File: config.mk
export PLATFORM = sky130hd
export DESIGN_NAME = uart_tx_queue
export DESIGN_NICKNAME = d
export VERILOG_FILES = /design/src/rtl/uart_tx_queue_pkg.sv /design/src/rtl/uart_tx_queue_byte_fifo.sv /design/src/rtl/uart_tx_queue.sv
export SDC_FILE = /design/constraint.sdc
export NUM_CORES = 1
export LEC_CHECK = 0
export CAP_MARGIN = 40
export CELL_PAD_IN_SITES_DETAIL_PLACEMENT = 1
export CELL_PAD_IN_SITES_GLOBAL_PLACEMENT = 1
export CORE_UTILIZATION = 30
export CTS_CLUSTER_DIAMETER = 80
export DETAILED_ROUTE_END_ITERATION = 10
export HOLD_SLACK_MARGIN = 0.06
export PLACE_DENSITY_LB_ADDON = 0.1
export SLEW_MARGIN = 20
export SYNTH_ARGS = -nofsm -noshare
export SYNTH_HDL_FRONTEND = slang
export SYNTH_HIERARCHICAL = 1
export SYNTH_SLANG_ARGS = --single-unit
File: constraint.sdc
create_clock -name clk -period 4 [get_ports clk]
set_input_delay 0.4 -clock clk [delete_from_list [all_inputs] [get_ports clk]]
set_output_delay 0.4 -clock clk [all_outputs]
set_load 0.05 [all_outputs]
File: src/rtl/uart_tx_queue_pkg.sv
// uart_tx_queue_pkg: launch FSM encoding and default sizing shared by the TX and RX queues.
package uart_tx_queue_pkg;
    typedef enum logic [1:0] {
        IDLE       = 2'd0,
        LAUNCH     = 2'd1,
        WAIT_START = 2'd2,
        WAIT_DONE  = 2'd3
    } tx_state_e;
    localparam int DEFAULT_DEPTH = 16;
    localparam int DEFAULT_START_TIMEOUT = 4;
endpackage

File: src/rtl/uart_tx_queue_byte_fifo.sv
// byte_fifo: circular byte buffer with wrapping pointers, separate occupancy count
// and a one-cycle pulse for each push dropped while full.
module byte_fifo
    import uart_tx_queue_pkg::*;
#(
    parameter int DEPTH = DEFAULT_DEPTH,
    localparam int AW = $clog2(DEPTH)
) (
    input  logic          clk,
    input  logic          rst_n,
    input  logic          push,
    input  logic [7:0]    push_data,
    input  logic          pop,
    output logic [7:0]    head,
    output logic          full,
    output logic          empty,
    output logic [AW:0]   count,
    output logic          overflow
);
    logic [7:0]    mem_q [DEPTH];
    logic [AW-1:0] wr_ptr_q, wr_ptr_d, rd_ptr_q, rd_ptr_d;
    logic [AW:0]   count_q, count_d;
    logic          overflow_q, overflow_d, push_ok, pop_ok;

    // Acceptance looks only at the start-of-cycle count, so a same-cycle pop never rescues a push.
    always_comb begin
        push_ok    = push && (count_q != (AW+1)'(DEPTH));
        pop_ok     = pop && (count_q != '0);
        wr_ptr_d   = wr_ptr_q + AW'(push_ok);
        rd_ptr_d   = rd_ptr_q + AW'(pop_ok);
        count_d    = count_q + (AW+1)'(push_ok) - (AW+1)'(pop_ok);
        overflow_d = push && !push_ok;
    end

    always_ff @(posedge clk or negedge rst_n) begin
        if (!rst_n) begin
            wr_ptr_q   <= '0;
            rd_ptr_q   <= '0;
            count_q    <= '0;
            overflow_q <= 1'b0;
        end else begin
            wr_ptr_q   <= wr_ptr_d;
            rd_ptr_q   <= rd_ptr_d;
            count_q    <= count_d;
            overflow_q <= overflow_d;
        end
    end

    always_ff @(posedge clk) begin
        if (push_ok) mem_q[wr_ptr_q] <= push_data;
    end

    assign head     = mem_q[rd_ptr_q];
    assign count    = count_q;
    assign full     = count_q == (AW+1)'(DEPTH);
    assign empty    = count_q == '0;
    assign overflow = overflow_q;
endmodule

File: src/rtl/uart_tx_queue.sv
// uart_tx_queue: buffers producer bytes and launches them into the UART one at a time,
// reissuing a launch the UART failed to acknowledge.
module uart_tx_queue
    import uart_tx_queue_pkg::*;
#(
    parameter int DEPTH = DEFAULT_DEPTH,
    parameter int START_TIMEOUT = DEFAULT_START_TIMEOUT,
    localparam int CW = $clog2(DEPTH) + 1
) (
    input  logic          clk,
    input  logic          rst_n,
    input  logic          wr_en,
    input  logic [7:0]    wr_data,
    output logic          full,
    output logic          empty,
    output logic [CW-1:0] count,
    output logic          overflow,
    output logic          retry,
    input  logic          tx_busy,
    output logic          transmit,
    output logic [7:0]    tx_byte
);
    localparam int TW = $clog2(START_TIMEOUT);

    tx_state_e     state_q, state_d;
    logic [TW-1:0] timer_q, timer_d;
    logic [7:0]    tx_byte_q, tx_byte_d, head;
    logic          transmit_q, transmit_d, retry_q, retry_d, pop, timeout;

    byte_fifo #(.DEPTH(DEPTH)) u_fifo (
        .clk       (clk),
        .rst_n     (rst_n),
        .push      (wr_en),
        .push_data (wr_data),
        .pop       (pop),
        .head      (head),
        .full      (full),
        .empty     (empty),
        .count     (count),
        .overflow  (overflow)
    );

    // Timer holds cycles already spent in WAIT_START; this cycle would be the last one allowed.
    assign timeout = (state_q == WAIT_START) && !tx_busy && (timer_q == TW'(START_TIMEOUT - 2));

    always_ff @(posedge clk or negedge rst_n) begin
        if (!rst_n) begin
            state_q    <= IDLE;
            timer_q    <= '0;
            tx_byte_q  <= 8'h00;
            transmit_q <= 1'b0;
            retry_q    <= 1'b0;
        end else begin
            state_q    <= state_d;
            timer_q    <= timer_d;
            tx_byte_q  <= tx_byte_d;
            transmit_q <= transmit_d;
            retry_q    <= retry_d;
        end
    end

    always_comb begin
        state_d = state_q;
        unique case (state_q)
            IDLE:       state_d = (!empty && !tx_busy) ? LAUNCH : IDLE;
            LAUNCH:     state_d = WAIT_START;
            WAIT_START: state_d = tx_busy ? WAIT_DONE : (timeout ? LAUNCH : WAIT_START);
            WAIT_DONE:  state_d = tx_busy ? WAIT_DONE : IDLE;
            default:    state_d = IDLE;
        endcase
    end

    always_comb begin
        pop        = (state_q == IDLE) && !empty && !tx_busy;
        tx_byte_d  = pop ? head : tx_byte_q;
        transmit_d = state_d == LAUNCH;
        retry_d    = timeout;
        timer_d    = (state_q == LAUNCH) ? '0 : (state_q == WAIT_START) ? timer_q + TW'(1) : timer_q;
    end

    assign transmit = transmit_q;
    assign retry    = retry_q;
    assign tx_byte  = tx_byte_q;
endmodule

==> reports/results.txt <==
Synth area leaders: edfxtp_1, dfrtp_1, mux4_2, mux4_1, ha_1
setup TNS: 0 ns
Longest Clk Path Bufs: 2
max_cap viols: 0
Total Power: 5.841 mW
Hold Path Class: in -> async
# diodes: 0
layout cell share with drive strength beyond 1: 23.23%
wire per inst: 20.74 um
first-pass GRT wire length: 21370 um
Slew @ Worst Pin: 0.7175 ns
Clock power frac: 27.8%
commonest non-fill, non-tap cell in the layout: edfxtp_1
gr usage total: 13.92%
total CTS buffers: 17
most frequent cells in the layout: edfxtp_1, clkdlybuf4s50_1, dfrtp_1, buf_4, mux4_2
Resized Gates After CTS: 0
status: completed
DRC: 0
Tmin final: 2.959 ns
Final Hold Vio Count: 0
H-Tree Depth: 4
Avg Cell Area, Syn: 19.41 um2
CTS Root Cell: clkbuf_16
Final Util: 37.67%
clock skew: 0.01059 ns
Worst Path Buf+Inv: 2
Clock Sinks: 156
internal power: 3.839 mW
Critical Path RT: 4.30 ns
family with the most delay on the worst path: adder cells
initial antenna violation count: 0
crit-path cells: inv_1, ha_1, nor4b_2, or2_4, nor2_8, nor2b_1, ha_1, inv_1, ha_1, fa_1, a21oi_1, o21bai_1, xnor2_1
CTS Hold Bufs: 0
R2R depth: 13
critical path's largest stage delay: 0.41 ns
Logic pwr share: 33.4%
net count after synthesis: 355
Synth Cell Area: 6329 um2
post-synthesis sequential area ratio: 71.81%
layout net count: 412
router iterations before antenna repair: 4
Via density: 4.682
Cells after Synth: 326
Yosys warning total: 6
WL final: 13820 um
Std-Cell Rows: 52
CTS tree: yes
Final period util: 73.97%
Fmax: 338.0 MHz
worst skew pair latency: 0.43 ns
cell count along the critical path: 13
number of port buffers: 29
die width: 147.2 um
critical path class: reg -> reg
Reg clk slew, reported paths: 0.06 ns
crit path capture type: flip-flop
Slew Viols, Final: 0
max_slew headroom: 51.99%
Post-CTS Setup Inserts: 0
arrival time worst endpoint: 3.26 ns
area leader, netlist: edfxtp_1
ANT nets after route: 0
worst vdd ir: 0.3201 mV
Synth Register Bits: 156
Worst Path Max Fanout: 9
vias in the first global route: 3433
slowest CP cell: fa_1
die footprint: 21680 um2
leakage power: 2.713 nW
Placed Cells: 633
Synth-to-Final Area Change: 21.59%
Worst setup SP type: flip-flop
Iter 0 DRT Violations: 177
Switch Pwr: 2.003 mW
grt total ovfl: 0
GPL Wtd Cong: 0.6784
unrepaired setup endpoints after global routing: no
Starting Density: 30.98%
core area: 20430 um2
Synth top area share: 60.74%
Critical Path Most Common Cell: ha_1
PD cells: 759.1 nW/um2
synth unique cells: 37
Flop pwr share: 38.7%
Ports: 30
post-route insts no fill: 666
Sw Share: 34.29%
Final setup viols: 0
largest net degree at the start of global routing: 24
DIE HEIGHT: 147.2 um
DP HPWL: 9186 um
via count: 3118
-- cells in the mapped netlist --
master,count
nand4bb_1,1
nor2b_1,4
a22oi_2,1
nor3_1,10
and2_1,3
buf_6,3
nand3_1,3
mux2_2,9
ha_1,16
o21ai_0,2
inv_1,13
nor4b_1,1
a21oi_1,4
nand3b_1,1
dfrtp_1,28
edfxtp_1,128
xor2_1,5
nor2_1,6
mux4_1,14
o21bai_1,1
nand4_1,2
nand2b_1,2
mux4_2,18
nand2_1,12
or2_4,1
a22oi_1,16
clkbuf_1,4
xnor2_1,3
nor2_8,1
nor4_1,3
buf_4,1
and2b_1,1
clkdlybuf4s25_2,3
buf_2,3
o31ai_1,1
a21o_1,1
fa_1,1
-- path summary, 6_finish.rpt --
kind	from	endpoint	slack [ns]
worst min-delay path	rst_n	transmit$_DFF_PN0_	0.24
worst max-delay path	u_fifo/count[3]$_DFF_PN0_	u_fifo/count[4]$_DFF_PN0_	1.04
min in group clk	timer_q[1]$_DFFE_PN0P_	timer_q[1]$_DFFE_PN0P_	0.53
max in group asynchronous	rst_n	timer_q[1]$_DFFE_PN0P_	3.31
worst max register to register	u_fifo/count[3]$_DFF_PN0_	u_fifo/count[4]$_DFF_PN0_	1.04
worst min register to register	timer_q[1]$_DFFE_PN0P_	timer_q[1]$_DFFE_PN0P_	0.53
-- per-layer routing --
metal	global-route usage, %	routed length (um)	vias up
met1	18.53	6517	1642
met4	5.103	176	0
met3	3.447	444	14
met5	0	0	-
met2	22.05	6677	40
li1	-	-	1422
-- cells by family after synthesis --
kind of cell / count (synthesis) / synth area share (%)
adder cells (fa/ha/maj): 17 / 3.480
AO/OA/AOI/OAI: 26 / 2.926
XOR/XNOR: 8 / 1.107
flip-flops: 156 / 71.81
multiplexers: 41 / 13.82
AND/OR/NAND/NOR: 51 / 4.488
buffers and inverters: 27 / 2.372
-- power by group through the flow --
stage	logic (mW)	registers (mW)	clock network, mW
detailed placement	1.90	2.37	0
finish	1.95	2.26	1.63
global route	2.13	2.30	1.73
global placement	1.80	2.41	0
CTS	1.92	2.34	1.68
floorplan	1.18	2.43	0
-- metrics by stage --
step,setup slack [ns],area [um2],hold WS (ns)
floorplan,0.2268,6335,0.1044
global placement,1.081,7008,0.4981
detailed placement,1.043,7077,0.5144
CTS,1.025,7675,0.2190
global route,0.8374,7695,0.2397
finish,1.041,7695,0.2393
-- registers in the layout (all words and copies together), names as in the netlist --
signal / flops
u_fifo/wr_ptr_q: 4
retry: 1
u_fifo/count: 5
u_fifo/rd_ptr_q: 4
u_fifo/overflow: 1
state_q: 2
transmit: 1
timer_q: 2
u_fifo/mem_q: 128
tx_byte: 8
-- cell type report --
| cell class | count | area, um2 |
|---|---|---|
| fill | 2010 | 12730 |
| timing repair buffer | 52 | 499.2 |
| clock inverter | 14 | 158.9 |
| sequential | 156 | 4547 |
| tap | 270 | 337.8 |
| multi-input combinational | 143 | 1664 |
| clock buffer | 18 | 439.2 |
| inverter | 13 | 48.80 |
Note: power is estimated with default switching activity, not from simulation.
